--- src/rtl/bsg_link_upstream_refine_monitor.sv ---
// Upstream DDR link checker: follows core handshakes, per-channel credits and
// token returns, and confirms every accepted core word leaves on the io
// channels as an ordered pair of half-beats. Errors are sticky until clear_i.
//
// state | meaning
// IDLE  | waiting for the first (phase 0) half-beat of the word at FIFO head
// HALF  | first half-beat seen, second (phase 1) half-beat due this cycle
module bsg_link_upstream_refine_monitor #(
  parameter int NUM_CH    = 2,
  parameter int CH_WIDTH  = 8,
  parameter int CREDITS   = 64,
  parameter int TOKEN_DEC = 8,
  parameter int DEPTH     = 4,
  parameter int MAX_LAT   = 10,
  localparam int W  = 2*NUM_CH*CH_WIDTH,
  localparam int CW = $clog2(CREDITS)+1,
  localparam int PW = $clog2(DEPTH)+1
) (
  input  logic                     clk,
  input  logic                     rst,
  input  logic                     clear_i,
  input  logic                     core_valid_i,
  input  logic                     core_ready_i,
  input  logic [W-1:0]             core_data_i,
  input  logic [NUM_CH-1:0]        io_valid_i,
  input  logic                     io_phase_i,
  input  logic [NUM_CH*CH_WIDTH-1:0] io_data_i,
  input  logic [NUM_CH-1:0]        token_i,
  output logic [CW-1:0]            sent_cnt_o,
  output logic [NUM_CH*CW-1:0]     finish_cnt_o,
  output logic [NUM_CH*CW-1:0]     outstanding_o,
  output logic [PW-1:0]            pending_o,
  output logic [1:0]               state_o,
  output logic                     beat_ok_o,
  output logic                     err_overflow_o,
  output logic                     err_credit_o,
  output logic                     err_data_o,
  output logic                     err_lockstep_o,
  output logic                     err_timeout_o,
  output logic                     err_any_o
);

  localparam int HW = NUM_CH*CH_WIDTH;
  localparam int AW = (DEPTH > 1) ? $clog2(DEPTH) : 1;
  // age saturates one past the firing value so a timeout fires only once per head
  localparam int LW = $clog2(MAX_LAT+3);
  localparam logic [CW-1:0] TOK_INC  = CW'(TOKEN_DEC);
  localparam logic [CW-1:0] CRED_MAX = CW'(CREDITS);
  localparam logic [LW-1:0] LAT_OVER = LW'(MAX_LAT+1);
  localparam logic [LW-1:0] LAT_SAT  = LW'(MAX_LAT+2);

  typedef enum logic [1:0] {IDLE = 2'd0, HALF = 2'd1} state_t;

  state_t                     state, state_nxt;
  logic                       half_ok, half_ok_nxt;
  logic [CW-1:0]              sent_cnt;
  logic [NUM_CH-1:0][CW-1:0]  finish_cnt;
  logic [NUM_CH-1:0][CW-1:0]  outstanding;
  logic [W-1:0]               mem [DEPTH];
  logic [PW-1:0]              wr_ptr, rd_ptr, count;
  logic [LW-1:0]              age, age_nxt;
  logic [4:0]                 err_flags, err_set;
  logic                       beat_ok, beat;
  logic                       hs, all_v, any_v, empty, full, push, pop;
  logic                       match_lo, match_hi, data_err, credit_err;
  logic [W-1:0]               head;

  assign hs       = core_valid_i & core_ready_i;
  assign all_v    = &io_valid_i;
  assign any_v    = |io_valid_i;
  assign count    = wr_ptr - rd_ptr;
  assign empty    = (count == '0);
  assign full     = (count == PW'(DEPTH));
  assign head     = mem[rd_ptr[AW-1:0]];
  assign match_lo = (io_data_i == head[HW-1:0]);
  assign match_hi = (io_data_i == head[W-1:HW]);
  // a full FIFO still accepts when the head leaves in the same cycle
  assign push     = hs & (~full | pop);

  // per-channel outstanding credits from the registered counters
  always_comb begin
    for (int c = 0; c < NUM_CH; c++) outstanding[c] = sent_cnt - finish_cnt[c];
  end

  // credit violations judged on pre-update counter values
  always_comb begin
    credit_err = 1'b0;
    for (int c = 0; c < NUM_CH; c++) begin
      if (hs && outstanding[c] == CRED_MAX) credit_err = 1'b1;
      if (token_i[c] && outstanding[c] < TOK_INC) credit_err = 1'b1;
    end
  end

  // half-beat sequencing: next state, pop and data check
  always_comb begin
    state_nxt   = state;
    half_ok_nxt = half_ok;
    pop         = 1'b0;
    data_err    = 1'b0;
    beat        = 1'b0;
    case (state)
      IDLE: begin
        if (all_v) begin
          if (empty || io_phase_i) begin
            data_err = 1'b1;
          end else begin
            state_nxt   = HALF;
            half_ok_nxt = match_lo;
            data_err    = ~match_lo;
          end
        end
      end
      HALF: begin
        pop       = 1'b1;
        state_nxt = IDLE;
        if (all_v && io_phase_i) begin
          beat     = half_ok & match_hi;
          data_err = ~match_hi;
        end else begin
          data_err = 1'b1;
        end
      end
      default: state_nxt = IDLE;
    endcase
  end

  // head-age tracking, cleared whenever the head leaves or the FIFO is empty
  always_comb begin
    age_nxt = age;
    if (pop || empty) age_nxt = '0;
    else if (age != LAT_SAT) age_nxt = age + LW'(1);
  end

  assign err_set = {age == LAT_OVER,
                    any_v & ~all_v,
                    data_err,
                    credit_err,
                    hs & full & ~pop};

  // FSM, age and beat pulse registers
  always_ff @(posedge clk or posedge rst) begin
    if (rst) begin
      state   <= IDLE;
      half_ok <= 1'b0;
      age     <= '0;
      beat_ok <= 1'b0;
    end else begin
      state   <= state_nxt;
      half_ok <= half_ok_nxt;
      age     <= age_nxt;
      beat_ok <= beat;
    end
  end

  // handshake and token counters, wrapping at their width
  always_ff @(posedge clk or posedge rst) begin
    if (rst) begin
      sent_cnt   <= '0;
      finish_cnt <= '0;
    end else begin
      if (hs) sent_cnt <= sent_cnt + CW'(1);
      for (int c = 0; c < NUM_CH; c++)
        if (token_i[c]) finish_cnt[c] <= finish_cnt[c] + TOK_INC;
    end
  end

  // FIFO pointers
  always_ff @(posedge clk or posedge rst) begin
    if (rst) begin
      wr_ptr <= '0;
      rd_ptr <= '0;
    end else begin
      if (push) wr_ptr <= wr_ptr + PW'(1);
      if (pop)  rd_ptr <= rd_ptr + PW'(1);
    end
  end

  // FIFO storage; contents are don't-care until written
  always_ff @(posedge clk) begin
    if (push) mem[wr_ptr[AW-1:0]] <= core_data_i;
  end

  // sticky error flags; a set wins over a simultaneous clear
  always_ff @(posedge clk or posedge rst) begin
    if (rst) err_flags <= '0;
    else     err_flags <= (err_flags & ~{5{clear_i}}) | err_set;
  end

  assign sent_cnt_o     = sent_cnt;
  assign finish_cnt_o   = finish_cnt;
  assign outstanding_o  = outstanding;
  assign pending_o      = count;
  assign state_o        = state;
  assign beat_ok_o      = beat_ok;
  assign err_overflow_o = err_flags[0];
  assign err_credit_o   = err_flags[1];
  assign err_data_o     = err_flags[2];
  assign err_lockstep_o = err_flags[3];
  assign err_timeout_o  = err_flags[4];
  assign err_any_o      = |err_flags;

endmodule

--- config.mk ---
export PLATFORM = sky130hd
export DESIGN_NAME = bsg_link_upstream_refine_monitor
export DESIGN_NICKNAME = d
export VERILOG_FILES = /design/src/rtl/bsg_link_upstream_refine_monitor.sv
export SDC_FILE = /design/constraint.sdc
export NUM_CORES = 1
export LEC_CHECK = 0
export CORE_ASPECT_RATIO = 1.75
export CORE_MARGIN = 4
export CORE_UTILIZATION = 39
export DETAILED_ROUTE_END_ITERATION = 6
export GPL_TIMING_DRIVEN = 0
export PLACE_DENSITY_LB_ADDON = 0.2
export SYNTH_ARGS = -nofsm -noshare
export SYNTH_HDL_FRONTEND = slang
export SYNTH_SLANG_ARGS = --single-unit
--- constraint.sdc ---
create_clock -name clk -period 3.9 [get_ports clk]
set_input_delay 0.78 -clock clk [delete_from_list [all_inputs] [get_ports clk]]
set_output_delay 0.78 -clock clk [all_outputs]
set_load 0.005 [all_outputs]
* Word-level counts from Yosys, hierarchy flattened
Memories as Yosys holds them, arrays and structs flattened.
Cells that the tools add are included.
** Operators by class
- Reductions and logical operators :: 15
- Bitwise logic cells :: 16
- Multiplexer cells :: 18
- Magnitude comparators :: 2
- Equality and inequality tests :: 10
- $add $sub $neg :: 9
** Operators by type and width (number)
- 16-bit == test :: 2
- 7-bit by 4-bit adder with 7-bit output (second input constant) :: 2
- 7-bit == test (second input constant) :: 2
- 7-bit by 4-bit less-than comparator with 1-bit output (second input constant) :: 2
- 7-bit subtractor :: 2
- 1-bit two-way mux :: 12
- 4-bit two-way mux :: 2
- 7-bit by 1-bit adder with 7-bit output (second input constant) :: 1
- 3-bit by 1-bit adder with 3-bit output (second input constant) :: 2
- 1-bit AND :: 6
- 2-bit two-way mux :: 3
- 1-bit NOT :: 6
- 5-bit AND :: 1
- 1-bit logical AND :: 5
- 5-bit NOT :: 1
- 5-bit OR :: 1
- 5-bit OR reduction :: 1
- 4-bit by 1-bit adder with 4-bit output (second input constant) :: 1
- 4-bit == test (second input constant) :: 1
- 2-bit inequality test (second input constant) :: 2
- 4-bit inequality test (second input constant) :: 1
- 2-bit AND reduction :: 2
- 4-bit AND reduction :: 1
- 3-bit == test (second input constant) :: 1
- other kinds (9) :: 10
** Storage, ports and cells
- Memories :: 1
- Word-level logic and storage cells :: 81
- Bits in writable memories :: 128
- Flip-flop bits (word level) :: 40
** Memories
- mem :: words 4, bits a word 32, rd ports 1, clocked after memory_dff 0, write ports 1, RTL line 59 : logic [W-1:0] mem [DEPTH];

* Logic depth before layout (Yosys ltp)
- Depth in word-level cells :: 8
- Gate-level depth with buffers :: 9
- Gate-level depth less buffers :: 9

* Worst setup path after synthesis
OpenSTA, ideal clock, no wires.
- Path type :: register to register
- Start :: reg wr_ptr[0]
- End :: mem mem[3][0] in the netlist's numbering, enable pin
- Setup time :: 0.394 ns
- Data required time :: 3.506 ns
- Clock period less this slack :: 2.999 ns
- Arrival time :: 2.606 ns
- Cell stages (with the launch flop) :: 9
- Setup slack :: 0.901 ns
- Buffers on the path :: 0
- Cells stage by stage :: dfrtp_1 > inv_1 > ha_1 > fa_1 > xor2_1 > xnor2_1 > nor4_1 > nor2_1 > and2_1
** On the way
- Longest elaborated chain between the ends :: 7
** RTL lines
- from (decl) :: RTL line 60 : logic [PW-1:0] wr_ptr, rd_ptr, count;
- from (signal assigned) :: RTL line 173 : if (push) wr_ptr <= wr_ptr + PW'(1);
- 3-bit subtractor :: RTL line 71 : assign count = wr_ptr - rd_ptr;
- 3-bit == test :: RTL line 73 : assign full = (count == PW'(DEPTH));
- 1-bit NOT :: RTL line 78 : assign push = hs & (~full | pop);
- 1-bit OR :: RTL line 78
- 1-bit AND :: RTL line 78
- 1-bit two-way mux :: RTL line 180 : if (push) mem[wr_ptr[AW-1:0]] <= core_data_i;
- 1-bit two-way mux (implied by the code) :: RTL line 180
- to (decl) :: RTL line 59
Several ways; a longest one is shown, not always the timed one.

* Final worst setup path
- Start :: reg wr_ptr[0]
- End :: out pending_o[2]
** On the way
- Longest elaborated chain between the ends :: 1
** RTL lines
- 3-bit subtractor :: RTL line 71
- to (decl) :: RTL line 32 : output logic [PW-1:0] pending_o,
No other way between the ends.

==> metrics.csv <==
stage,metric,value,unit
cts,cts_sinks,161,
route,drt_iter0_drc,213,
synth,synth_top_area_share,55.1,%
cells_and_area,final-seq-area,4670,sq um
global_route,grt_max_degree,34,
min_path,hp-class,reg2reg,
worst_setup_path,worstSetupStartpointType,flop,
pwr,peakVddDrop,0.502,mV
floorplan,placementRows,64,
cells_and_area,multiInputGateArea,2070,sq um
synth,synth_edf_count,128,
synth,synth_commonest_cells,"edfxtp_1, xnor2_1, dfrtp_1",
place,dp_hpwl,11000,um
cts,clk_latency,0.42,ns
cells_and_area,n_fill_cell,1495,
cts,cts.repair.resized,0,
timing,tns,0,ns
worst_setup_path,criticalPathCategory,reg2out,
cts,cts_setup_buffers,0,
cts,clk_path_buf_depth,2,
timing,max_freq,309,MHz
route,viasPerCell,4.95,
synth,synth_top_area_cell,edfxtp_1,
synth,syn_inst,413,
timing,rsz0062_at_grt,no,
timing,skew,0.0112,ns
route,detail-route-antenna-nets,0,
route,wl_per_cell,19.1,um
synth,syn_avg_cell_area,16.9,sq um
cts,cts_buffers,17,
worst_setup_path,cp.required,3.12,ns
global_route,antenna_found_initial,0,
cts,cts-root-buf,clkbuf_16,
place,gp_congestion,0.792,
cells_and_area,final_layout_size_suffix_gt1_share,17.2,%
synth,synthFlopType,edfxtp_1,
cts,postCtsHoldBufs,0,
timing,final.period_utilization,83.0,%
floorplan,pin_count,105,
worst_setup_path,path_max_fanout,4,
floorplan,die_h,185,um
cells_and_area,fin_cells,782,
cts,clk_pin_slew_worst_paths,0.07,ns
run_status,status,finished clean,
timing,relSlewSlack,52.0,%
global_route,grt_pass1_vias,4173,
pwr,p_leak,3.26,nW
global_route,grt_overflow,0,
worst_setup_path,endpoint_kind,primary output,
global_route,grt_pass1_wl,22800,um
synth,netlist_area,6980,sq um
timing,finalSetupViolCount,0,
synth,yosysSeqAreaShare,66.9,%
floorplan,die-area,20200,sq um
timing,min_period,3.24,ns
synth,async_flop_share,20.5,%
route,drcViolationCount,0,
timing,worst_pin_slew,0.720,ns
route,wirelength,14900,um
floorplan,initial_core_util,39.8,%
timing,hold_viol,0,
cts,h-tree-depth,4,
synth,synth.most_common_cell,edfxtp_1,
route,first_pass_iters,4,
place,io_buffers,97,
cells_and_area,syn_to_final_growth,28.5,%
route,vias,3870,
run,max-cap-violations,0,
synth,synth.area.top_cells,"edfxtp_1, dfrtp_1, mux4_2, xnor2_1, ha_1",
pwr,p_per_area,755,nW/um^2
cts,cts_tree,yes,
floorplan,core,17500,sq um
worst_setup_path,crit_arrival,2.46,ns
timing,finalMaxSlewViolations,0,
synth,synth.distinct_cells,42,
floorplan,die_w,109,um
place,place_inst,751,
cells_and_area,final_nets,619,
synth,yosysWarningCount,0,
global_route,grt_usage,15.5,%
synth,ys_ff_latch,161,
cells_and_area,diodes,0,
-- path summary, 6_finish.rpt --
kind / start / endpoint / slack, ns / cells after the start
min in group asynchronous: rst / finish_cnt_o[4] / 0.81 / 2
hold reg to reg: half_ok / beat_ok_o / 0.48 / 1
max in group asynchronous: rst / wr_ptr[2] / 2.62 / 2
hold / removal: half_ok / beat_ok_o / 0.48 / 1
setup reg to reg: wr_ptr[0] / mem[3][12] / 0.86 / 9
setup / recovery: wr_ptr[0] / pending_o[2] / 0.66 / 7
-- registers in the layout (all words and copies together) (netlist names) --
signal	flops
state_o	1
half_ok	1
rd_ptr	3
wr_ptr	3
finish_cnt_o	8
err_flags	5
sent_cnt_o	7
mem	128
age	4
beat_ok_o	1
-- per-layer routing --
| metal | vias to the layer above | share of wire, % | wire length, um | global-route usage (%) |
|---|---|---|---|---|
| met2 | 114 | 58 | 8640 | 29.9 |
| met3 | 14 | 4.8 | 720 | 3.66 |
| met1 | 1964 | 36 | 5370 | 16.6 |
| met4 | 0 | 1.4 | 203 | 4.20 |
| li1 | 1778 | - | - | - |
| met5 | - | 0 | 0 | 0 |
-- through the flow --
stage          total power [W]  instance area [sq um]  setup WS [ns]  util, %  hold WS [ns]
6_report               0.00677                   8960          0.664     51.1         0.480
5_1_grt                0.00718                   8960          0.536     51.1         0.523
4_1_cts                0.00688                   8960          0.640     51.1         0.488
3_5_place_dp           0.00514                   8340          0.845     47.6         0.471
3_3_place_gp           0.00506                   8260         0.0338     47.1         0.467
2_1_floorplan          0.00395                   7000          0.901        -         0.447
-- report_power, final --
group,switching (W),internal (W)
registers,0.000230,0.00218
logic,0.00118,0.00144
clock network,0.000705,0.00103
total,0.00212,0.00465
-- cell usage in the layout, fill, tap and decap left out, types with 5 or more instances in the layout --
cell / count
nor3_1: 6
inv_1: 26
ha_1: 19
edfxtp_1: 128
buf_4: 15
xor2_1: 15
mux2i_1: 11
conb_1: 7
nor2_1: 8
nand4_1: 7
mux4_2: 28
dfrtp_1: 33
xnor2_1: 41
buf_2: 5
clkbuf_16: 17
nand2_1: 11
clkdlybuf4s50_1: 97
nand3_1: 8
-- kinds of logic after synthesis --
kind of cell | share of synthesized area (%)
buf+inv | 3.80
mux | 11.1
compound gates | 2.55
simple gates | 4.27
flops | 66.9
other cells | 0.0538
xor+xnor | 7.03
fa+ha+maj | 4.27
-- final cells by class --
class / count / share of cell area, %
Multi-Input combinational cell: 208 / 23.1
Sequential cell: 161 / 52.1
Timing Repair Buffer: 101 / 11.7
Clock buffer: 17 / 4.75
Inverter: 27 / 1.13
Buffer: 23 / 1.83
Tap cell: 231 / 3.22
Clock inverter: 14 / 2.18
-- critical path, stage by stage (launching register included) --
cell and delay [ns]:
dfrtp_1 0.39, inv_1 0.12, ha_1 0.22, fa_1 0.37, xor2_1 0.16, xnor2_1 0.25, inv_1 0.08, clkdlybuf4s50_1 0.45
Note: power is estimated with default switching activity, not from simulation.
